`src/rtl/board_pkg.sv`:
```
// Shared types and constants for the tile-board write engine.
package board_pkg;

    localparam int BOARD_COLS  = 40;
    localparam int BOARD_ROWS  = 30;
    localparam int BOARD_CELLS = 1200;
    localparam int TILE_W      = 5;
    localparam int ROW_W       = 5;
    localparam int COL_W       = 6;
    localparam int ADDR_W      = 11;

    localparam logic [ROW_W-1:0]  ROW_LIMIT = 5'd30;
    localparam logic [COL_W-1:0]  COL_LIMIT = 6'd40;
    localparam logic [ADDR_W-1:0] COLS_M1   = 11'd39;
    localparam logic [ADDR_W-1:0] LAST_CELL = 11'd1199;
    localparam logic [ADDR_W-1:0] ADDR_ONE  = 11'd1;

    typedef enum logic [1:0] {
        OP_WRITE    = 2'd0,
        OP_FILL_ROW = 2'd1,
        OP_FILL_ALL = 2'd2,
        OP_RSVD     = 2'd3
    } op_e;

    typedef struct packed {
        op_e               op;
        logic [ROW_W-1:0]  row;
        logic [COL_W-1:0]  col;
        logic [TILE_W-1:0] tile;
    } cmd_t;

    typedef enum logic [1:0] {
        ST_IDLE  = 2'd0,
        ST_WRITE = 2'd1,
        ST_FILL  = 2'd2
    } state_e;

    // row*40 built from shifts so no multiplier is inferred
    function automatic logic [ADDR_W-1:0] row_base(input logic [ROW_W-1:0] row);
        logic [ADDR_W-1:0] r;
        r = {6'd0, row};
        return (r << 5) + (r << 3);
    endfunction

endpackage

```
`src/rtl/board_cmd_fifo.sv`:
```
// Command FIFO with registered full/empty flags; a push while full is refused.
module board_cmd_fifo
    import board_pkg::*;
#(
    parameter int DEPTH = 4
) (
    input  logic clock,
    input  logic reset,
    input  logic push_i,
    input  cmd_t wdata_i,
    input  logic pop_i,
    output cmd_t rdata_o,
    output logic full_o,
    output logic empty_o
);

    localparam int AW = $clog2(DEPTH);
    localparam logic [AW-1:0] PTR_ONE = AW'(1);

    cmd_t          mem_q [DEPTH];
    logic [AW-1:0] wr_ptr_q, wr_ptr_d, rd_ptr_q, rd_ptr_d;
    logic          full_q, full_d, empty_q, empty_d;
    logic          do_push_s, do_pop_s;

    // Pointer and flag next-state
    always_comb begin
        do_push_s = push_i && !full_q;
        do_pop_s  = pop_i && !empty_q;
        if (do_push_s) wr_ptr_d = wr_ptr_q + PTR_ONE;
        else           wr_ptr_d = wr_ptr_q;
        if (do_pop_s)  rd_ptr_d = rd_ptr_q + PTR_ONE;
        else           rd_ptr_d = rd_ptr_q;
        case ({do_push_s, do_pop_s})
            2'b10: begin
                empty_d = 1'b0;
                full_d  = (wr_ptr_d == rd_ptr_q);
            end
            2'b01: begin
                full_d  = 1'b0;
                empty_d = (rd_ptr_d == wr_ptr_q);
            end
            default: begin
                full_d  = full_q;
                empty_d = empty_q;
            end
        endcase
    end

    // Pointer and flag registers
    always_ff @(posedge clock or posedge reset) begin
        if (reset) begin
            wr_ptr_q <= '0;
            rd_ptr_q <= '0;
            full_q   <= 1'b0;
            empty_q  <= 1'b1;
        end else begin
            wr_ptr_q <= wr_ptr_d;
            rd_ptr_q <= rd_ptr_d;
            full_q   <= full_d;
            empty_q  <= empty_d;
        end
    end

    // Storage array
    always_ff @(posedge clock) begin
        if (do_push_s) mem_q[wr_ptr_q] <= wdata_i;
    end

    assign rdata_o = mem_q[rd_ptr_q];
    assign full_o  = full_q;
    assign empty_o = empty_q;

endmodule

```
`src/rtl/board_writer.sv`:
```
// Board RAM write engine: buffers tile commands and issues at most one write per clock.
// Optional BOARD_VBLANK_WRITE_EN restricts writes to vertical-blank cycles.
module board_writer
    import board_pkg::*;
#(
    parameter int FIFO_DEPTH = 4
) (
    input  logic                clock,
    input  logic                reset,
    input  logic                cmd_valid,
    output logic                cmd_ready,
    input  logic [1:0]          cmd_op,
    input  logic [ROW_W-1:0]    cmd_row,
    input  logic [COL_W-1:0]    cmd_col,
    input  logic [TILE_W-1:0]   cmd_tile,
    input  logic                vblank,
    output logic [ADDR_W-1:0]   wraddress,
    output logic [TILE_W-1:0]   data,
    output logic                wren,
    output logic                busy,
    output logic                err
);

    state_e              state_q, state_d;
    logic [ADDR_W-1:0]   cnt_q, cnt_d, end_q, end_d;
    logic [TILE_W-1:0]   tile_q, tile_d;
    logic                err_q, err_d;
    logic                wren_q, wren_d;
    logic [ADDR_W-1:0]   addr_q, addr_d;
    logic [TILE_W-1:0]   data_q, data_d;

    cmd_t                cmd_in_s, head_s;
    logic                full_s, empty_s, push_s, pop_s, go_s, pending_s, legal_s;
    logic                issue_s;
    logic [ADDR_W-1:0]   issue_addr_s, start_s, last_s, base_s;
    logic [TILE_W-1:0]   issue_tile_s;

`ifdef BOARD_VBLANK_WRITE_EN
    assign go_s = vblank;
`else
    logic vblank_unused_s;
    assign vblank_unused_s = vblank;
    assign go_s = 1'b1;
`endif

    // Pack the command fields for the FIFO
    always_comb begin
        cmd_in_s.op   = op_e'(cmd_op);
        cmd_in_s.row  = cmd_row;
        cmd_in_s.col  = cmd_col;
        cmd_in_s.tile = cmd_tile;
    end

    assign cmd_ready = !full_s && !reset;
    assign push_s    = cmd_valid && cmd_ready;

    board_cmd_fifo #(.DEPTH(FIFO_DEPTH)) u_fifo (
        .clock   (clock),
        .reset   (reset),
        .push_i  (push_s),
        .wdata_i (cmd_in_s),
        .pop_i   (pop_s),
        .rdata_o (head_s),
        .full_o  (full_s),
        .empty_o (empty_s)
    );

    // cnt_q is the next address still to be written; the active command is done once it passes end_q
    assign pending_s = (state_q != ST_IDLE) && (cnt_q <= end_q);

    // State and counter registers
    always_ff @(posedge clock or posedge reset) begin
        if (reset) begin
            state_q <= ST_IDLE;
            cnt_q   <= '0;
            end_q   <= '0;
            tile_q  <= '0;
            err_q   <= 1'b0;
            wren_q  <= 1'b0;
            addr_q  <= '0;
            data_q  <= '0;
        end else begin
            state_q <= state_d;
            cnt_q   <= cnt_d;
            end_q   <= end_d;
            tile_q  <= tile_d;
            err_q   <= err_d;
            wren_q  <= wren_d;
            addr_q  <= addr_d;
            data_q  <= data_d;
        end
    end

    // Next-state: continue the active command, otherwise pop and decode the FIFO head
    always_comb begin
        state_d      = state_q;
        cnt_d        = cnt_q;
        end_d        = end_q;
        tile_d       = tile_q;
        err_d        = err_q;
        pop_s        = 1'b0;
        issue_s      = 1'b0;
        issue_addr_s = cnt_q;
        issue_tile_s = tile_q;
        base_s       = row_base(head_s.row);
        case (head_s.op)
            OP_WRITE: begin
                legal_s = (head_s.row < ROW_LIMIT) && (head_s.col < COL_LIMIT);
                start_s = base_s + {5'd0, head_s.col};
                last_s  = start_s;
            end
            OP_FILL_ROW: begin
                legal_s = (head_s.row < ROW_LIMIT);
                start_s = base_s;
                last_s  = base_s + COLS_M1;
            end
            OP_FILL_ALL: begin
                legal_s = 1'b1;
                start_s = 11'd0;
                last_s  = LAST_CELL;
            end
            default: begin
                legal_s = 1'b0;
                start_s = 11'd0;
                last_s  = 11'd0;
            end
        endcase
        if (pending_s) begin
            if (go_s) begin
                issue_s = 1'b1;
                cnt_d   = cnt_q + ADDR_ONE;
            end else begin
                issue_s = 1'b0;
            end
        end else if (!empty_s) begin
            pop_s = 1'b1;
            if (!legal_s) begin
                err_d   = 1'b1;
                state_d = ST_IDLE;
            end else begin
                tile_d       = head_s.tile;
                end_d        = last_s;
                state_d      = (head_s.op == OP_WRITE) ? ST_WRITE : ST_FILL;
                issue_addr_s = start_s;
                issue_tile_s = head_s.tile;
                if (go_s) begin
                    issue_s = 1'b1;
                    cnt_d   = start_s + ADDR_ONE;
                end else begin
                    cnt_d   = start_s;
                end
            end
        end else begin
            state_d = ST_IDLE;
        end
    end

    // Output next-state: address and data hold between writes
    always_comb begin
        wren_d = issue_s;
        if (issue_s) begin
            addr_d = issue_addr_s;
            data_d = issue_tile_s;
        end else begin
            addr_d = addr_q;
            data_d = data_q;
        end
    end

    assign wren      = wren_q;
    assign wraddress = addr_q;
    assign data      = data_q;
    assign err       = err_q;
    assign busy      = !empty_s || (state_q != ST_IDLE);

endmodule

```
`config.mk`:
```
export PLATFORM = sky130hd
export DESIGN_NAME = board_writer
export DESIGN_NICKNAME = d
export VERILOG_FILES = /design/src/rtl/board_pkg.sv /design/src/rtl/board_cmd_fifo.sv /design/src/rtl/board_writer.sv
export SDC_FILE = /design/constraint.sdc
export NUM_CORES = 1
export LEC_CHECK = 0
export BUFFER_PORTS_ARGS = -buffer_cell sky130_fd_sc_hd__buf_2
export CORE_MARGIN = 10
export CORE_UTILIZATION = 41
export DETAILED_ROUTE_END_ITERATION = 10
export PLACE_DENSITY = 0.62
export RECOVER_POWER = 50
export SETUP_SLACK_MARGIN = 0.1
export SLEW_MARGIN = 20
export SYNTH_ARGS = -nofsm -noshare
export SYNTH_HDL_FRONTEND = slang
export SYNTH_SLANG_ARGS = --single-unit
```
`constraint.sdc`:
```
create_clock -name clock -period 3.6 [get_ports clock]
set_input_delay 0.18 -clock clock [delete_from_list [all_inputs] [get_ports clock]]
set_output_delay 0.18 -clock clock [all_outputs]
set_load 0.005 [all_outputs]
```
==> results.json, run 1 <==
{
  "routedWlPerCell_um": 17.5,
  "hold_depth": 3,
  "cts_buffers": 17,
  "crit_required_ns": 3.92,
  "ios": 42,
  "hold_class": "in2reg",
  "layout_common_cells": "72 x edfxtp_1, 50 x dfrtp_1, 45 x nand2_1",
  "area_delta_synth_final_pct": 21.9,
  "finalHoldViolations": 0,
  "post-route-period-util_pct": 92.1,
  "worstHoldStart": "cmd_valid",
  "vias_per_cell": 5.32,
  "ys_ff_latch": 125,
  "instances_no_fill": 799,
  "worstSkewPairLatency_ns": 0.42,
  "maxSlewViolCount": 33,
  "synth_edf_count": 72,
  "n_fill_cell": 1349,
  "drive_above_1_share_pct": 17.3,
  "synth_area_per_cell_um2": 12.4,
  "crit_arrival_ns": 3.64,
  "start_util_pct": 41.5,
  "outcome": "finished, violations left",
  "synth_warnings": 0,
  "hold_path_end": "u_fifo.wr_ptr_q[0]$_DFF_PP0_",
  "final_common_cell": "edfxtp_1",
  "diodes": 0,
  "drt_wl_total_um": 14000,
  "fin_crit_ns": 3.32,
  "cts.sinks": 125,
  "place.detailed.hpwl_um": 9860,
  "rr_worst_depth": 14,
  "syn_area_um2": 6260,
  "antenna_left": 0,
  "grt.total_usage_pct": 14.3,
  "async_reset_ff_share_pct": 42.4,
  "start_kind": "register",
  "dpl.cell_count": 746,
  "synthCells": 506,
  "row_count": 45,
  "grt_max_degree": 33,
  "violations": "max-capacitance violations, max-slew violations",
  "core_area_um2": 15100,
  "final_nets": 650,
  "synth_nets": 558,
  "end_kind": "register",
  "tightest_slew_ns": 1.85,
  "via_count": 4253,
  "reg2reg_setup_slack_ns": 0.28,
  "drtPass1Iterations": 4,
  "crit_fanout": 5,
  "die_area_um2": 20600,
  "cts_max_path_buffers": 2,
  "r2r-end": "cnt_q[8]$_DFFE_PP0P_",
  "synth_cell_type_count": 63,
  "drc": 0,
  "clk_pin_slew_ns": 0.05,
  "seq_area_frac_synth_pct": 55.8,
  "overflow": 0,
  "antenna_found_initial": 0,
  "grt_first_pass_wirelength_um": 22900,
  "gp_congestion": 0.920,
  "first_iter_violations": 256,
  "grt_pass1_vias": 4295,
  "relSlewSlack_pct": -23.6,
  "ys.flop_type": "edfxtp_1",
  "path_class": "reg2reg",
  "finalClockSkew_ns": 0.00912,
  "io_buffers": 40,
  "rsz0062_at_grt": "no",
  "die_x_um": 144,
  "die_h_um": 144,
  "timing.rr.start": "u_fifo.rd_ptr_q[0]$_DFF_PP0_",
  "fmax_mhz": 302,
  "tritoncts": "done",
  "setup_viol": 0,
  "cts_root_buffer": "clkbuf_16",
  "htreeDepth": 4,
  "cap_violations": 1
}
## how the worst max path moves through the flow
| stage | cells after the start | to | from | slack [ns] |
|---|---|---|---|---|
| 2_1_floorplan | 15 | cnt_q[8]$_DFFE_PP0P_ | cnt_q[4]$_DFFE_PP0P_ | 0.30 |
| 3_3_place_gp | 12 | cnt_q[8]$_DFFE_PP0P_ | u_fifo.rd_ptr_q[0]$_DFF_PP0_ | 0.10 |
| 3_5_place_dp | 12 | cnt_q[8]$_DFFE_PP0P_ | u_fifo.rd_ptr_q[0]$_DFF_PP0_ | -0.003 |
| 4_1_cts | 13 | cnt_q[8]$_DFFE_PP0P_ | u_fifo.rd_ptr_q[0]$_DFF_PP0_ | 0.10 |
| 5_1_grt | 13 | cnt_q[9]$_DFFE_PP0P_ | u_fifo.rd_ptr_q[0]$_DFF_PP0_ | 0.10 |
| 6_report | 14 | cnt_q[8]$_DFFE_PP0P_ | u_fifo.rd_ptr_q[0]$_DFF_PP0_ | 0.28 |
## what timing repair did
action	in CTS	in global routing
endpoints found under the setup margin	3	4
buffers inserted	1	1
pin swaps	1	1
hold endpoints to repair	92	0
hold buffers	19	0
resized for setup	1	14
## layout make-up
cell class / count / area [um^2] / area share (%)
clock inverters: 11 / 165 / 2.17
flip-flops and latches: 125 / 3490 / 45.8
repair buffers: 94 / 618 / 8.11
well taps: 188 / 235 / 3.08
inverters: 30 / 113 / 1.48
multi-input cells: 330 / 2560 / 33.6
clock buffers: 21 / 440 / 5.78
## critical path: stages, from the launching register on
cell      delay (ns)
dfrtp_2         0.42
buf_12          0.13
mux4_2          0.52
ha_1            0.24
fa_2            0.37
xnor2_1         0.13
nor2_1          0.12
a21oi_1         0.08
a221oi_1        0.26
buf_4           0.18
mux2i_1         0.09
nor4b_2         0.23
buf_4           0.17
o22ai_1         0.07
nor3_1          0.19
## cell usage after synthesis, types with 2 or more instances
cell	count	area share, %
o22ai_1	4	0.40
mux4_2	10	3.6
and4_1	2	0.28
ha_1	28	5.6
inv_1	29	1.7
nor2b_1	4	0.40
buf_2	9	0.72
a21boi_0	4	0.48
a22oi_1	2	0.24
mux2i_1	12	1.9
xnor2_1	11	1.5
fa_1	2	0.64
and3_1	7	0.70
nand2_1	45	2.7
xor2_1	4	0.56
and2_1	8	0.80
nand3_1	10	0.80
edfxtp_1	72	35
a211oi_1	4	0.48
clkbuf_1	8	0.48
nand4_1	3	0.30
a21o_1	6	0.72
mux2_2	5	0.90
dfrtp_1	52	21
nand2b_1	3	0.30
mux4_1	8	3.4
a221oi_1	2	0.28
a31oi_1	3	0.30
a21oi_1	30	2.4
buf_6	2	0.36
a2111oi_0	2	0.28
o21ai_0	30	2.4
a22o_1	3	0.42
nor3_1	13	1.0
nor2_1	40	2.4
nand3b_1	2	0.24
## state kept, by name, summed over array words and instances, names as in the netlist
signal           flops
u_fifo.full_o        1
tile_q               5
u_fifo.mem_q        72
err                  1
wraddress           11
u_fifo.wr_ptr_q      2
state_q              2
end_q               11
u_fifo.rd_ptr_q      2
u_fifo.empty_o       1
wren                 1
cnt_q               11
data                 5
## kinds of logic (layout without fill, tap and decap cells)
| group | count (synthesis) | in the layout | share of synthesized area (%) |
|---|---|---|---|
| adders and majority gates | 30 | 30 | 6.24 |
| AOI/OAI and AO/OA | 103 | 103 | 10.8 |
| DFF | 125 | 125 | 55.8 |
| muxes | 35 | 35 | 9.78 |
| buffers and inverters | 51 | 156 | 3.54 |
| and+or+nand+nor | 146 | 146 | 11.3 |
| xor gates and xnor gates | 16 | 16 | 2.54 |
## metrics by stage
step | instance area, um^2 | setup TNS [ns] | hold WS, ns | util [%] | setup WS (ns)
4_1_cts | 7630 | 0 | 0.243 | 50.6 | 0.105
3_3_place_gp | 6830 | 0 | 0.254 | 45.3 | 0.100
2_1_floorplan | 6260 | 0 | 0.279 | - | 0.295
6_report | 7630 | 0 | 0.309 | 50.5 | 0.284
3_5_place_dp | 6830 | -0.00307 | 0.265 | 45.3 | -0.00307
5_1_grt | 7630 | 0 | 0.338 | 50.5 | 0.102
## per-layer routing
metal  GRT usage, %  share of wire, %  vias to the layer above
li1               -                 -                     2056
met1           18.7                47                     2091
met2           23.0                48                       90
met3           3.73               3.6                       16
met4           4.19               1.2                        0
met5              0                 0                        -
Power of run 1 is not shown: default switching activity piles up to over one toggle a cycle in this logic, so the estimate is an artifact.
==> inputs of run 2 (changes only) <==
Settings changed: MAX_ROUTING_LAYER set to met4.
==> run 2 against run 1 <==
  * The run still ends with max-capacitance violations, max-slew violations left
  * Sequential cell count did not move
  * Worst setup slack got worse by 0.041 ns
  * Die area did not move
  * Count of clock-buffer cells in the layout fell by 2
  * Global-route usage rose by 0.45 points
  * First-iteration DRC count fell by 2.7%
  * Fmax fell by 1.2%
  * Worst hold slack got worse by 0.057 ns
  * Final area rose by 0.33%
  * Critical path depth fell by 1
  * Core utilization rose by 0.17 points
  * Clock skew rose by 0.0093 ns
  * Largest cell class unchanged
  * Highest routed layer unchanged
==> results.json, run 2 (synthesis gave the netlist of run 1 again) <==
{
  "wl_met2_um": 6780,
  "crit_required_ns": 3.92,
  "rsz0062_at_grt": "yes",
  "path_class": "reg2reg",
  "cap_violations": 1,
  "wl_met1_um": 6320,
  "final_nets": 652,
  "vias_per_cell": 5.35,
  "place.detailed.hpwl_um": 9880,
  "worstSkewPairLatency_ns": 0.42,
  "maxUsedRoutingLayer": "met4",
  "largest-register": "u_fifo.mem_q",
  "die_area_um2": 20600,
  "drtPass1Iterations": 4,
  "tritoncts": "done",
  "tightest_slew_ns": 1.56,
  "grt.total_usage_pct": 14.8,
  "area_delta_synth_final_pct": 22.3,
  "cts_root_buffer": "clkbuf_16",
  "outcome": "finished, violations left",
  "cts_max_path_buffers": 2,
  "die_h_um": 144,
  "layout_common_cells": "72 x edfxtp_1, 50 x dfrtp_1, 45 x nand2_1",
  "hold_class": "in2async",
  "cts_buffers": 17,
  "antenna_left": 0,
  "fmax_mhz": 298,
  "start_util_pct": 41.5,
  "row_count": 45,
  "htreeDepth": 4,
  "antenna_found_initial": 0,
  "drt_wl_total_um": 13900,
  "setup_viol": 0,
  "finalHoldViolations": 0,
  "core_area_um2": 15100,
  "ios": 42,
  "cp_top_family": "simple AND/OR/NAND/NOR gates",
  "drive_above_1_share_pct": 20.0,
  "path_common_cell": "buf_4",
  "grt_first_pass_wirelength_um": 23100,
  "first_iter_violations": 249,
  "relSlewSlack_pct": -4.13,
  "cp_slowest_cell": "fa_1",
  "cp_cell_sequence": "buf_4, buf_4, mux4_2, inv_1, fa_1, inv_1, and2_0, buf_4, a31o_2, nand3_1, nand3_1, nand4b_2, mux2i_1",
  "finalSetupTns_ns": 0,
  "grt_pass1_vias": 4501,
  "routedWlPerCell_um": 17.4,
  "drc": 0,
  "end_kind": "register",
  "grt_max_degree": 40,
  "cp_num_buf_inv": 5,
  "finalClockSkew_ns": 0.0185,
  "gp_congestion": 0.955,
  "maxSlewViolCount": 40,
  "die_x_um": 144,
  "crit_arrival_ns": 3.68,
  "start_kind": "register",
  "diodes": 0,
  "post-route-period-util_pct": 93.3,
  "fin_crit_ns": 3.36,
  "final_common_cell": "edfxtp_1",
  "overflow": 0,
  "cts.sinks": 125,
  "largest_reg_flops": 72,
  "wl_met3_um": 634,
  "cp_slowest_stage_delay_ns": 0.66,
  "io_buffers": 40,
  "via_count": 4275,
  "crit_fanout": 7,
  "clk_pin_slew_ns": 0.05,
  "violations": "max-capacitance violations, max-slew violations"
}
==> run 2: final timing paths <==
path | startpoint | end | slack (ns) | depth (start not counted)
max | u_fifo.rd_ptr_q[0]$_DFF_PP0_ | cnt_q[10]$_DFFE_PP0P_ | 0.24 | 13
max in group asynchronous | reset | data[1]$_DFFE_PP0P_ | 1.96 | 3
max reg2reg | u_fifo.rd_ptr_q[0]$_DFF_PP0_ | cnt_q[10]$_DFFE_PP0P_ | 0.24 | 13
min in group clock | cmd_valid | u_fifo.wr_ptr_q[0]$_DFF_PP0_ | 0.28 | 3
min | reset | u_fifo.full_o$_DFFE_PP0P_ | 0.25 | 2
min reg2reg | u_fifo.full_o$_DFFE_PP0P_ | u_fifo.full_o$_DFFE_PP0P_ | 0.48 | 2
==> run 2: worst reg2reg max path, cell delays in order (launching register included) <==
cell and delay, ns:
dfrtp_2 0.47, buf_4 0.17, buf_4 0.13, mux4_2 0.37, inv_1 0.07, fa_1 0.66
inv_1 0.13, and2_0 0.17, buf_4 0.15, a31o_2 0.23, nand3_1 0.10, nand3_1 0.21
nand4b_2 0.19, mux2i_1 0.20
==> run 2: layout make-up <==
class	count	area, um^2
tap	188	235
sequential	125	3490
clock buffer	19	433
fill	1319	7440
timing repair buffer	96	644
clock inverter	11	145
inverter	30	115
multi-input combinational	330	2590
==> run 2: stage by stage <==
stage | hold slack, ns | std cells | instance area (um^2) | util (%) | setup slack, ns
global placement | 0.388 | 746 | 6840 | 45.3 | 0.0751
CTS | 0.00157 | 796 | 7620 | 50.5 | 0.103
detailed placement | 0.397 | 746 | 6840 | 45.3 | 0.0245
finish | 0.252 | 799 | 7650 | 50.7 | 0.242
global route | 0.301 | 799 | 7650 | 50.7 | 0.0521
floorplan | 0.279 | 506 | 6260 | - | 0.295
==> run 2: what timing repair did <==
item                                    in CTS  in global routing
endpoints found under the hold margin       72                  0
hold buffers                                18                  0
buffers inserted                             2                  3
resized for setup                            5                 16
gates cloned                                 0                  0
endpoints found under the setup margin       7                 16
pin swaps                                    1                  4
==> run 2: layer usage <==
| layer | vias up | global-route usage (%) |
|---|---|---|
| li1 | 2058 | - |
| met5 | - | - |
| met2 | 104 | 22.5 |
| met1 | 2103 | 18.7 |
| met3 | 10 | 3.27 |
| met4 | 0 | 6.39 |
Power of run 2 is left out for the same reason.
